File: src/rtl/rggen_pipelined_mux.sv
// rtl/rggen_pipelined_mux.sv - registered one-hot AND-OR mux with valid/ready pipeline
// Reduction tree of radix FANIN, registered every LEVELS_PER_STAGE levels; hit/error travel with each beat.
module rggen_pipelined_mux #(
  parameter int WIDTH            = 32,
  parameter int ENTRIES          = 8,
  parameter int FANIN            = 4,
  parameter int LEVELS_PER_STAGE = 1
) (
  input  logic                       i_clk,
  input  logic                       i_rst,
  input  logic                       i_valid,
  output logic                       o_ready,
  input  logic [ENTRIES-1:0]         i_select,
  input  logic [ENTRIES*WIDTH-1:0]   i_data,
  output logic                       o_valid,
  input  logic                       i_ready,
  output logic [WIDTH-1:0]           o_data,
  output logic                       o_hit,
  output logic                       o_select_error,
  input  logic                       i_clear_error,
  output logic                       o_error_sticky
);

  function automatic int calc_levels(input int n);
    int c;
    int l;
    c = n;
    l = 0;
    while (c > 1) begin
      c = (c + FANIN - 1) / FANIN;
      l++;
    end
    return l;
  endfunction

  function automatic int nodes_at(input int lvl);
    int c;
    c = ENTRIES;
    for (int i = 0; i < lvl; i++) c = (c + FANIN - 1) / FANIN;
    return c;
  endfunction

  localparam int LEVELS  = calc_levels(ENTRIES);
  localparam int LATENCY = (LEVELS == 0) ? 1 : (LEVELS + LEVELS_PER_STAGE - 1) / LEVELS_PER_STAGE;

  function automatic bit is_boundary(input int lvl);
    if (LEVELS == 0) return 1'b1;
    return (lvl > 0) && (((lvl % LEVELS_PER_STAGE) == 0) || (lvl == LEVELS));
  endfunction

  function automatic int stage_of(input int lvl);
    if (LEVELS == 0) return 0;
    return (lvl + LEVELS_PER_STAGE - 1) / LEVELS_PER_STAGE - 1;
  endfunction

  logic [LATENCY-1:0] valid_q;
  logic [LATENCY-1:0] hit_q;
  logic [LATENCY-1:0] err_q;
  logic [LATENCY-1:0] valid_d;
  logic [LATENCY-1:0] hit_d;
  logic [LATENCY-1:0] err_d;
  logic [LATENCY-1:0] stage_ready;
  logic               in_hit;
  logic               in_err;
  logic               accept;
  logic               err_sticky_q;

  assign in_hit = |i_select;
  assign in_err = |(i_select & (i_select - 1'b1));

  // A stage may load if the output is taken or any stage at or after it holds a bubble.
  always_comb begin
    stage_ready = '0;
    for (int s = 0; s < LATENCY; s++) begin
      stage_ready[s] = i_ready;
      for (int k = s; k < LATENCY; k++) begin
        if (!valid_q[k]) stage_ready[s] = 1'b1;
      end
    end
  end

  assign o_ready = stage_ready[0] && !i_rst;
  assign accept  = i_valid && o_ready;

  for (genvar s = 0; s < LATENCY; s++) begin : g_stage_in
    if (s == 0) begin : g_first
      assign valid_d[s] = i_valid;
      assign hit_d[s]   = in_hit;
      assign err_d[s]   = in_err;
    end else begin : g_next
      assign valid_d[s] = valid_q[s-1];
      assign hit_d[s]   = hit_q[s-1];
      assign err_d[s]   = err_q[s-1];
    end
  end

  always_ff @(posedge i_clk) begin
    if (i_rst) begin
      valid_q <= '0;
      hit_q   <= '0;
      err_q   <= '0;
    end else begin
      for (int s = 0; s < LATENCY; s++) begin
        if (stage_ready[s]) begin
          valid_q[s] <= valid_d[s];
          hit_q[s]   <= hit_d[s];
          err_q[s]   <= err_d[s];
        end
      end
    end
  end

  for (genvar l = 0; l <= LEVELS; l++) begin : g_lvl
    localparam int N = nodes_at(l);
    logic [N*WIDTH-1:0] node_comb;
    logic [N*WIDTH-1:0] node_out;

    if (l == 0) begin : g_mask
      for (genvar i = 0; i < N; i++) begin : g_m
        assign node_comb[i*WIDTH +: WIDTH] = {WIDTH{i_select[i]}} & i_data[i*WIDTH +: WIDTH];
      end
    end else begin : g_or
      localparam int NP = nodes_at(l - 1);
      for (genvar j = 0; j < N; j++) begin : g_node
        localparam int LO  = j * FANIN;
        localparam int CNT = ((NP - LO) < FANIN) ? (NP - LO) : FANIN;
        logic [WIDTH-1:0] acc;
        always_comb begin
          acc = '0;
          for (int k = 0; k < CNT; k++) acc = acc | g_lvl[l-1].node_out[(LO+k)*WIDTH +: WIDTH];
        end
        assign node_comb[j*WIDTH +: WIDTH] = acc;
      end
    end

    if (is_boundary(l)) begin : g_reg
      localparam int S = stage_of(l);
      logic [N*WIDTH-1:0] node_q;
      always_ff @(posedge i_clk) begin
        if (i_rst) node_q <= '0;
        else if (stage_ready[S]) node_q <= node_comb;
      end
      assign node_out = node_q;
    end else begin : g_pass
      assign node_out = node_comb;
    end
  end

  // Clear is applied first so a same-cycle multi-hot acceptance overrides it.
  always_ff @(posedge i_clk) begin
    if (i_rst) err_sticky_q <= 1'b0;
    else if (accept && in_err) err_sticky_q <= 1'b1;
    else if (i_clear_error) err_sticky_q <= 1'b0;
  end

  assign o_valid        = valid_q[LATENCY-1];
  assign o_hit          = hit_q[LATENCY-1];
  assign o_select_error = err_q[LATENCY-1];
  assign o_data         = g_lvl[LEVELS].node_out[WIDTH-1:0];
  assign o_error_sticky = err_sticky_q;

endmodule
File: config.mk
export PLATFORM = sky130hd
export DESIGN_NAME = rggen_pipelined_mux
export DESIGN_NICKNAME = d
export VERILOG_FILES = /design/src/rtl/rggen_pipelined_mux.sv
export SDC_FILE = /design/constraint.sdc
export NUM_CORES = 1
export LEC_CHECK = 0
export ABC_AREA = 0
export CAP_MARGIN = 20
export CORE_ASPECT_RATIO = 0.5
export CORE_MARGIN = 2
export CORE_UTILIZATION = 33
export DETAILED_ROUTE_END_ITERATION = 10
export GPL_TIMING_DRIVEN = 1
export PLACE_DENSITY = 0.86
export SKIP_LAST_GASP = 1
export SLEW_MARGIN = 30
export SYNTH_ARGS = -nofsm -noshare
export SYNTH_HDL_FRONTEND = slang
export SYNTH_SLANG_ARGS = --single-unit
File: constraint.sdc
create_clock -name i_clk -period 1.6 [get_ports i_clk]
set_clock_uncertainty 0.1 [all_clocks]
set_input_delay 0.4 -clock i_clk [delete_from_list [all_inputs] [get_ports i_clk]]
set_output_delay 0.4 -clock i_clk [all_outputs]
set_load 0.03 [all_outputs]
==> impl.org, run 1 <==
** Setup path
- Critical path buffer and inverter count :: 2
- For the worst setup path, the data required time is between 1000 and 1500 ps.
- In this design, the largest share of critical-path delay is due to flip-flops.
- The signal on the critical path passes through and3b_2 -> buf_12 -> nor2_4 -> buf_6.
- The critical path crosses 4 cells after its start point.
- CP endpoint kind :: output pin
- The number of cells on the worst reg-to-reg path is 6.
- Highest net fanout along the worst path :: 3
- In this design, the stage delay of the slowest critical-path cell is 320 ps.
- Worst Setup Path Type :: reg -> out
- The worst setup path is launched from a flop.
- WP data arrival :: 1250 ps
- On the critical path, the stage with the largest delay is an instance of sky130_fd_sc_hd__dfxtp_2.

** GRT
- Via count of the first global-routing pass :: roughly 6,200
- Overall fraction of global-route tracks in use :: between 20% and 30%
- Initial antenna violation count :: 2
- The first global-routing pass estimated roughly 35,000 um of wire.
- Maximum number of pins on one net before global-route repair :: 52
- After global routing the overflow that remains totals 0.

** Routing
- Highest metal used :: met4
- Detailed routing placed a total of ~11,000 um of wire on met2.
- The routed design has about 23,000 um of wire.
- Number of vias after detailed routing :: roughly 6,200
- M1 WL :: between 9000 and 10,000 um
- The first detailed-routing pass took 5 iterations.
- Remaining routing DRC violations :: 0
- Detail-routed net length per standard cell :: approximately 22 um
- Via density per instance :: a little under 6
- Once detail routing completed, the nets flagged for antenna violations numbered 0.
- Met3 wirelength from detailed routing :: between 2000 and 2500 um
- Drt initial violations :: 629

** Clock network
- No sink is reached through more buffers than the 2 on the longest clock path.
- Clock-pin slew was measured on the worst setup and hold paths at 70 ps.
- Hold Buf Count CTS :: 0
- Counting every sink on the clock net gives 103.
- Buffers inserted during clock tree synthesis total 9.
- In this run the clock root is driven by a sky130_fd_sc_hd__clkbuf_16.
- Clk_lat worst skew :: around 340 ps
- H-tree level count :: 3
- Clock tree from TritonCTS :: yes

** Logic synthesis
- Post-synth cell types :: 22
- A synthesized cell averages just under 9 um2.
- Flip-flop and latch count after synthesis :: between 100 and 150
- Sequential area share after synthesis :: 42.43%
- Synthesized area :: around 4900 um2
- Post-synth net total :: about 830
- Gate Count Post-Synth :: around 560
- Yosys printed 0 warnings.

** Die
- The die is roughly 90 um tall.
- Once the floorplan was initialized, standard cells occupied 33.68% of the core.
- The die covers roughly 16,000 um2.
- Area of the core :: ~14,000 um2
- The floorplan has 31 rows.
- The floorplan step set the die width to between 150 and 200 um.
- Boundary Pins :: 306

** Place
- HPWL Detailed :: ~17,000 um
- In this run the tool buffered the top-level ports with 305 buffer cells.
- Post-placement worst setup slack :: -712.4 ps
- Once placement finished, the instance area stood at 8307 um2.
- At the end of routability-driven placement, the weighted congestion stood at between 0.9 and 1.

** Timing
- In this run the tightest slew margin relative to its limit is approximately 63%.
- Subtracting the final worst setup slack from the clock period gives around 1800 ps.
- Fin. max-slew vios :: 0
- Hold timing on the final database bottoms out at a slack of 357.1 ps.
- The count of endpoints failing hold in the final timing report is 0.
- Setup violations remaining at the end of the flow were counted as 50.
- Unrepaired setup endpoints after global routing :: true
- Summed over all failing endpoints, the final setup total negative slack is -3085 ps.
- Slew at the pin with the worst max-slew slack :: roughly 550 ps
- Worst path setup slack after routing :: -154.4 ps
- Final clock period utilization by the worst path :: 109.7%
- Highest Clock Rate :: 570.0 MHz

** Power and ir drop
- For this design the ratio of total power to cell area is about 800 nW/um2.
- Highest ir drop seen on vdd :: 0.0005484 V
- For this design the static power due to leakage is about 3.5 nW.

** Finish
- For this run, the post-layout net count is ~1,100.
- Area Overhead vs Synth :: 87.00%
- Most frequent cells in the layout :: sky130_fd_sc_hd__clkdlybuf4s50_1, sky130_fd_sc_hd__nor3_1, sky130_fd_sc_hd__nor2_1, sky130_fd_sc_hd__dfxtp_1
- Most common cell after layout, fill and taps aside :: sky130_fd_sc_hd__clkdlybuf4s50_1
- After filler insertion, the fill cell instance count of the layout stands at between 1,000 and 1,500.
- After routing the design area is slightly above 9000 um2.
- Fraction of layout instances using a drive strength above 1 :: 18.20%

** Min path
- Worst hold path depth :: 2
- The path class of the tightest hold or removal check is reg -> reg.

** Job
- Number of max-cap violations :: 0

** Outcome
- Result of the run :: finished with violations
- Violated checks :: setup timing
flip-flops by register name, summed over array words and instances (netlist names):
name	count
g_lvl.g_reg.node_q	64
valid_q	2
o_error_sticky	1
err_q	2
o_data	32
hit_q	2
per-stage QoR:
stage,std cells,util (%),total power [mW]
global route,1056,62.96,7.546
detailed placement,1031,57.57,4.887
finish,1057,62.98,7.306
CTS,1054,62.68,7.280
floorplan,558,-,3.723
global placement,1031,57.57,4.846
layout make-up:
type                       instances  area (um2)  area share [%]
tap                              198       247.7           2.726
timing repair buffer             350        3620           39.83
sequential                       103        2064           22.72
multi-input combinational        386        2829           31.13
inverter                           2       7.507         0.08261
clock buffer                      11       232.7           2.561
antenna                            2       5.005         0.05507
clock inverter                     5       81.33          0.8949
path summary, 6_finish.rpt:
check,startpoint,end,slack (ps)
setup / recovery,valid_q[1]$_SDFFE_PP0P_,o_ready,-150
hold / removal,err_q[1]$_SDFFE_PP0P_,err_q[1]$_SDFFE_PP0P_,360
setup reg to reg,valid_q[1]$_SDFFE_PP0P_,g_lvl[1].g_reg.node_q[56]$_SDFFE_PP0N_,-140
hold reg to reg,err_q[1]$_SDFFE_PP0P_,err_q[1]$_SDFFE_PP0P_,360
where the power goes:
| part | total [mW] | internal [mW] | switching, mW |
|---|---|---|---|
| combinational | 2.03 | 1.15 | 0.887 |
| clock | 2.34 | 1.38 | 0.961 |
| sequential | 2.94 | 2.79 | 0.143 |
repair_timing:
item	CTS	global route
pin swaps	7	14
endpoints found under the hold margin	0	0
gates resized for setup	103	30
buffers inserted	5	0
cloned	2	1
endpoints found under the setup margin	93	87
cell usage after synthesis:
| cell type | n | area, um2 |
|---|---|---|
| sky130_fd_sc_hd__a21oi_1 | 5 | 25.02 |
| sky130_fd_sc_hd__a221o_1 | 64 | 640.6 |
| sky130_fd_sc_hd__a221oi_1 | 44 | 385.4 |
| sky130_fd_sc_hd__a221oi_2 | 20 | 300.3 |
| sky130_fd_sc_hd__a32oi_1 | 1 | 8.760 |
| sky130_fd_sc_hd__and3b_1 | 1 | 8.760 |
| sky130_fd_sc_hd__buf_1 | 4 | 15.01 |
| sky130_fd_sc_hd__buf_2 | 14 | 70.07 |
| sky130_fd_sc_hd__buf_6 | 3 | 33.78 |
| sky130_fd_sc_hd__clkbuf_1 | 46 | 172.7 |
| sky130_fd_sc_hd__dfxtp_1 | 103 | 2062 |
| sky130_fd_sc_hd__inv_1 | 2 | 7.510 |
| sky130_fd_sc_hd__nand2_1 | 8 | 30.03 |
| sky130_fd_sc_hd__nand2b_1 | 1 | 6.260 |
| sky130_fd_sc_hd__nand3b_1 | 1 | 7.510 |
| sky130_fd_sc_hd__nor2_1 | 103 | 386.6 |
| sky130_fd_sc_hd__nor2b_1 | 1 | 6.260 |
| sky130_fd_sc_hd__nor3_1 | 133 | 665.6 |
| sky130_fd_sc_hd__nor4_1 | 1 | 6.260 |
| sky130_fd_sc_hd__o21ai_0 | 1 | 5.000 |
| sky130_fd_sc_hd__o21bai_1 | 1 | 7.510 |
| sky130_fd_sc_hd__o221ai_1 | 1 | 8.760 |
worst register-to-register path: cells and delay by family, from the launching register on:
family,cells,cell delay (ps)
DFF,1,320
AOI/OAI and AO/OA,2,610
buffers and inverters,2,280
and+or+nand+nor,2,310
layer usage:
layer | up-vias | track usage (%)
li1 | 2761 | -
met1 | 2953 | 35.75
met2 | 356 | 47.18
met5 | - | 0
met3 | 88 | 6.684
met4 | 0 | 11.16
kinds of logic after synthesis:
| group | after synthesis | synth area share, % |
|---|---|---|
| compound gates | 137 | 28.42 |
| buf+inv | 69 | 6.154 |
| flops | 103 | 42.43 |
| simple gates | 249 | 22.99 |
Note: power is estimated with default switching activity, not from simulation.
==> run 2, diff against run 1 <==
--- a/config.mk
+++ b/config.mk
@@ -12,7 +12,8 @@
 export CORE_UTILIZATION = 33
 export DETAILED_ROUTE_END_ITERATION = 10
 export GPL_TIMING_DRIVEN = 1
-export PLACE_DENSITY = 0.86
+export PLACE_DENSITY = 0.82
+export SETUP_SLACK_MARGIN = 0.02
 export SKIP_LAST_GASP = 1
 export SLEW_MARGIN = 30
 export SYNTH_ARGS = -nofsm -noshare
==> run 2 against run 1 <==
Compared with the run above:
- the run still ends with setup timing left
- register-to-register slack worse by 80 ps
- die area did not move
- wire length rose by 0.89%
==> impl.org, run 2 (synthesis gave the netlist of run 1 again) <==
** Timing
- Worst path setup slack after routing :: -218.6 ps (-64.11 ps)
- The slew at the pin closest to its max-slew limit is 350.8 ps (-204.2 ps).
- The worst-case headroom to the max-slew limit was 76.62% (+14 points).
- Accumulated negative setup slack :: -7326 ps (-4241 ps)
- Setup repair after global routing could not meet its margin everywhere.
- Number of failing hold endpoints at the final stage :: 0 (unchanged)
- Fin. max-slew vios :: 0 (unchanged)
- Highest Clock Rate :: 549.9 MHz (-3.5%)
- Final clock period utilization by the worst path :: 113.7% (+4.0 points)
- The final setup violation count is 66 (+32%).
- The final period demand of the worst path is 1819 ps (+64.11 ps).

** Routing
- The remaining antenna violation count after routing is 0 (unchanged).
- DRT Pass-1 Iters :: 5 (unchanged)
- Wire length reported by the detailed router :: 23,540 um (+0.89%)
- Detail-routed net length per standard cell :: 22.12 um (+0.23%)
- Drt initial violations :: 467 (-26%)
- Via density per instance :: 5.701 (-2.1%)
- The detailed-route via count was 6,066 (-1.5%).
- Remaining routing DRC violations :: 0 (unchanged)

** Die
- The die width is 175.6 um (unchanged).
- Boundary Pins :: 306 (unchanged)
- The effective utilization at floorplan was 33.68% (unchanged).
- The standard cell core area is 14,430 um2 (unchanged).
- Die Y :: 89.81 um (unchanged)
- Die area :: 15,770 um2 (unchanged)
- Row cnt :: 31 (unchanged)

** GRT
- The number of antenna violations at the first check in global routing is 1 (-1).
- The total routing resource utilization after global routing was 29.71% (+1.3 points).
- The global-route wire length before repair is 35,690 um (+3.4%).
- GRT Residual Overflow :: 0 (unchanged)
- The number of global-route vias before repair came to 6,014 (-2.5%).
- The largest net degree at the start of global routing is 77 (+48%).

** Clock network
- The CTS H-tree depth was 3 (unchanged).
- The number of sinks handled by clock tree synthesis was 103 (unchanged).
- The hold buffer count at CTS came to 0 (unchanged).
- The clock latency of the later-clocked register in the worst-skew pair is 340 ps (about the same).
- The number of clock buffers inserted by TritonCTS was 9 (unchanged).
- Clock tree from TritonCTS :: yes
- The clock-pin transition on the worst setup and hold timing paths came to 70 ps (about the same).
- The number of buffers on the longest clock path came to 2 (unchanged).
- Master cell of the clock root buffer :: sky130_fd_sc_hd__clkbuf_16

** Finish
- From synthesis to final layout, the design area changed by 90.32%.
- Post-Layout Cell Count :: 1,064 (+0.66%)
- Most common cell after layout, fill and taps aside :: sky130_fd_sc_hd__clkdlybuf4s50_1
- g_lvl.g_reg.node_q holds more flip-flops than any other register.
- The final cell area excluding filler cells is 9249 um2 (+1.8%).
- End-of-flow core utilization :: 64.10% (+1.1 points)
- The number of nets at the end of the flow was 1,129 (+0.71%).
- Flip-flop count of the largest register, all copies and words added :: 64 (unchanged)
- The top cell types in the final layout, fill and taps aside, are sky130_fd_sc_hd__clkdlybuf4s50_1, sky130_fd_sc_hd__nor3_1, sky130_fd_sc_hd__nor2_1, sky130_fd_sc_hd__dfxtp_1.
- Fraction of layout instances using a drive strength above 1 :: 20.81% (+2.6 points)

** Place
- HPWL Detailed :: 16,650 um (about the same)
- The total instance count after detailed placement came to 1,034 (+0.29%).
- Post-Place Cell Area :: 8374 um2 (+0.81%)
- The number of buffers added on ports came to 305 (unchanged).
- Post-placement worst setup slack :: -687.5 ps (+24.90 ps)
- The weighted congestion at the end of routability-driven global placement came to 0.9685 (+3.2%).

** Setup path
- The critical path required time came to 1720 ps (+620 ps).
- Highest net fanout along the worst path :: 7 (+4)
- STA classifies the critical path startpoint as a flop.
- WP data arrival :: 1940 ps (+690 ps)
- Worst Setup Path Type :: reg -> reg
- The count of cells along the worst register-to-register path is 8 (+2).
- CP endpoint kind :: flop

** Min path
- In this run the worst hold path is classified as in -> reg.
- The cell depth of the worst hold path came to 2 (unchanged).

** Job
- Number of max-cap violations :: 0 (unchanged)

** Power and ir drop
- The leakage component of the power came to 3.598 nW (+2.3%).
- Pwr Density :: 785.6 nW/um2 (-2.3%)
- The worst IR drop on VDD is 0.0004750 V (-13%).

** Outcome
- The checks that failed: setup timing.
- The run finished, with violations left.
-- run 2: per-layer routing --
metal	vias up	GRT usage (%)	part of all wire [%]
met4	0	10.47	3.7
met5	-	0	0
met2	295	48.36	48
met1	2920	38.04	41
met3	67	7.995	7.4
li1	2784	-	-
-- run 2: layout make-up --
| type | instances | area (um2) |
|---|---|---|
| repair buffers | 358 | 3790 |
| diodes | 1 | 2.502 |
| fillers | 1172 | 5180 |
| inverters | 2 | 7.507 |
| multi-input cells | 386 | 2830 |
| well taps | 198 | 247.7 |
| flip-flops and latches | 103 | 2064 |
| clock buffers | 10 | 229.0 |
| clock inverters | 6 | 77.57 |
-- run 2: stage by stage --
stage                     total power, mW  hold WS, ps
after global routing                7.530        256.7
final                               7.266        259.4
after global placement              4.882        341.3
after CTS                           7.290        241.0
after detailed placement            4.913        346.1
after floorplan                     3.723        336.4
-- run 2: critical path, stage by stage, from the launching register on --
cell and delay (ps):
sky130_fd_sc_hd__dfxtp_2 330, sky130_fd_sc_hd__and3b_2 240, sky130_fd_sc_hd__buf_12 140, sky130_fd_sc_hd__buf_12 120, sky130_fd_sc_hd__buf_12 130, sky130_fd_sc_hd__buf_6 120, sky130_fd_sc_hd__a221o_1 280, sky130_fd_sc_hd__a221oi_2 170
sky130_fd_sc_hd__nor3_1 70
-- run 2: path summary, 6_finish.rpt --
kind	startpoint	endpoint	slack, ps
worst max register to register	valid_q[0]$_SDFFE_PP0N_	g_lvl[1].g_reg.node_q[44]$_SDFFE_PP0N_	-220
worst max-delay path	valid_q[0]$_SDFFE_PP0N_	g_lvl[1].g_reg.node_q[44]$_SDFFE_PP0N_	-220
worst min register to register	o_error_sticky$_SDFFE_PP0P_	o_error_sticky$_SDFFE_PP0P_	350
worst min-delay path	i_rst	hit_q[1]$_SDFFE_PP0P_	260
-- run 2: where the power goes --
group	total [mW]	internal (mW)	switching (mW)
logic	2.04	1.16	0.882
registers	2.93	2.79	0.140
clock network	2.29	1.25	1.04
total	7.27	5.20	2.06
-- run 2: timing repair --
item                                   CTS  global route
pin swaps                               44             7
endpoints found under the hold margin    0             0
buffers inserted                        10             2
gates cloned                             6             0
resized for setup                      125            26
setup endpoints to repair               93            83
==> run 3, diff against run 2 <==
--- a/config.mk
+++ b/config.mk
@@ -11,7 +11,6 @@
 export CORE_MARGIN = 2
 export CORE_UTILIZATION = 33
 export DETAILED_ROUTE_END_ITERATION = 10
-export GPL_TIMING_DRIVEN = 1
 export PLACE_DENSITY = 0.82
 export SETUP_SLACK_MARGIN = 0.02
 export SKIP_LAST_GASP = 1
==> results of run 3 <==
Final layout, timing and power as in run 2 (identical DEF).
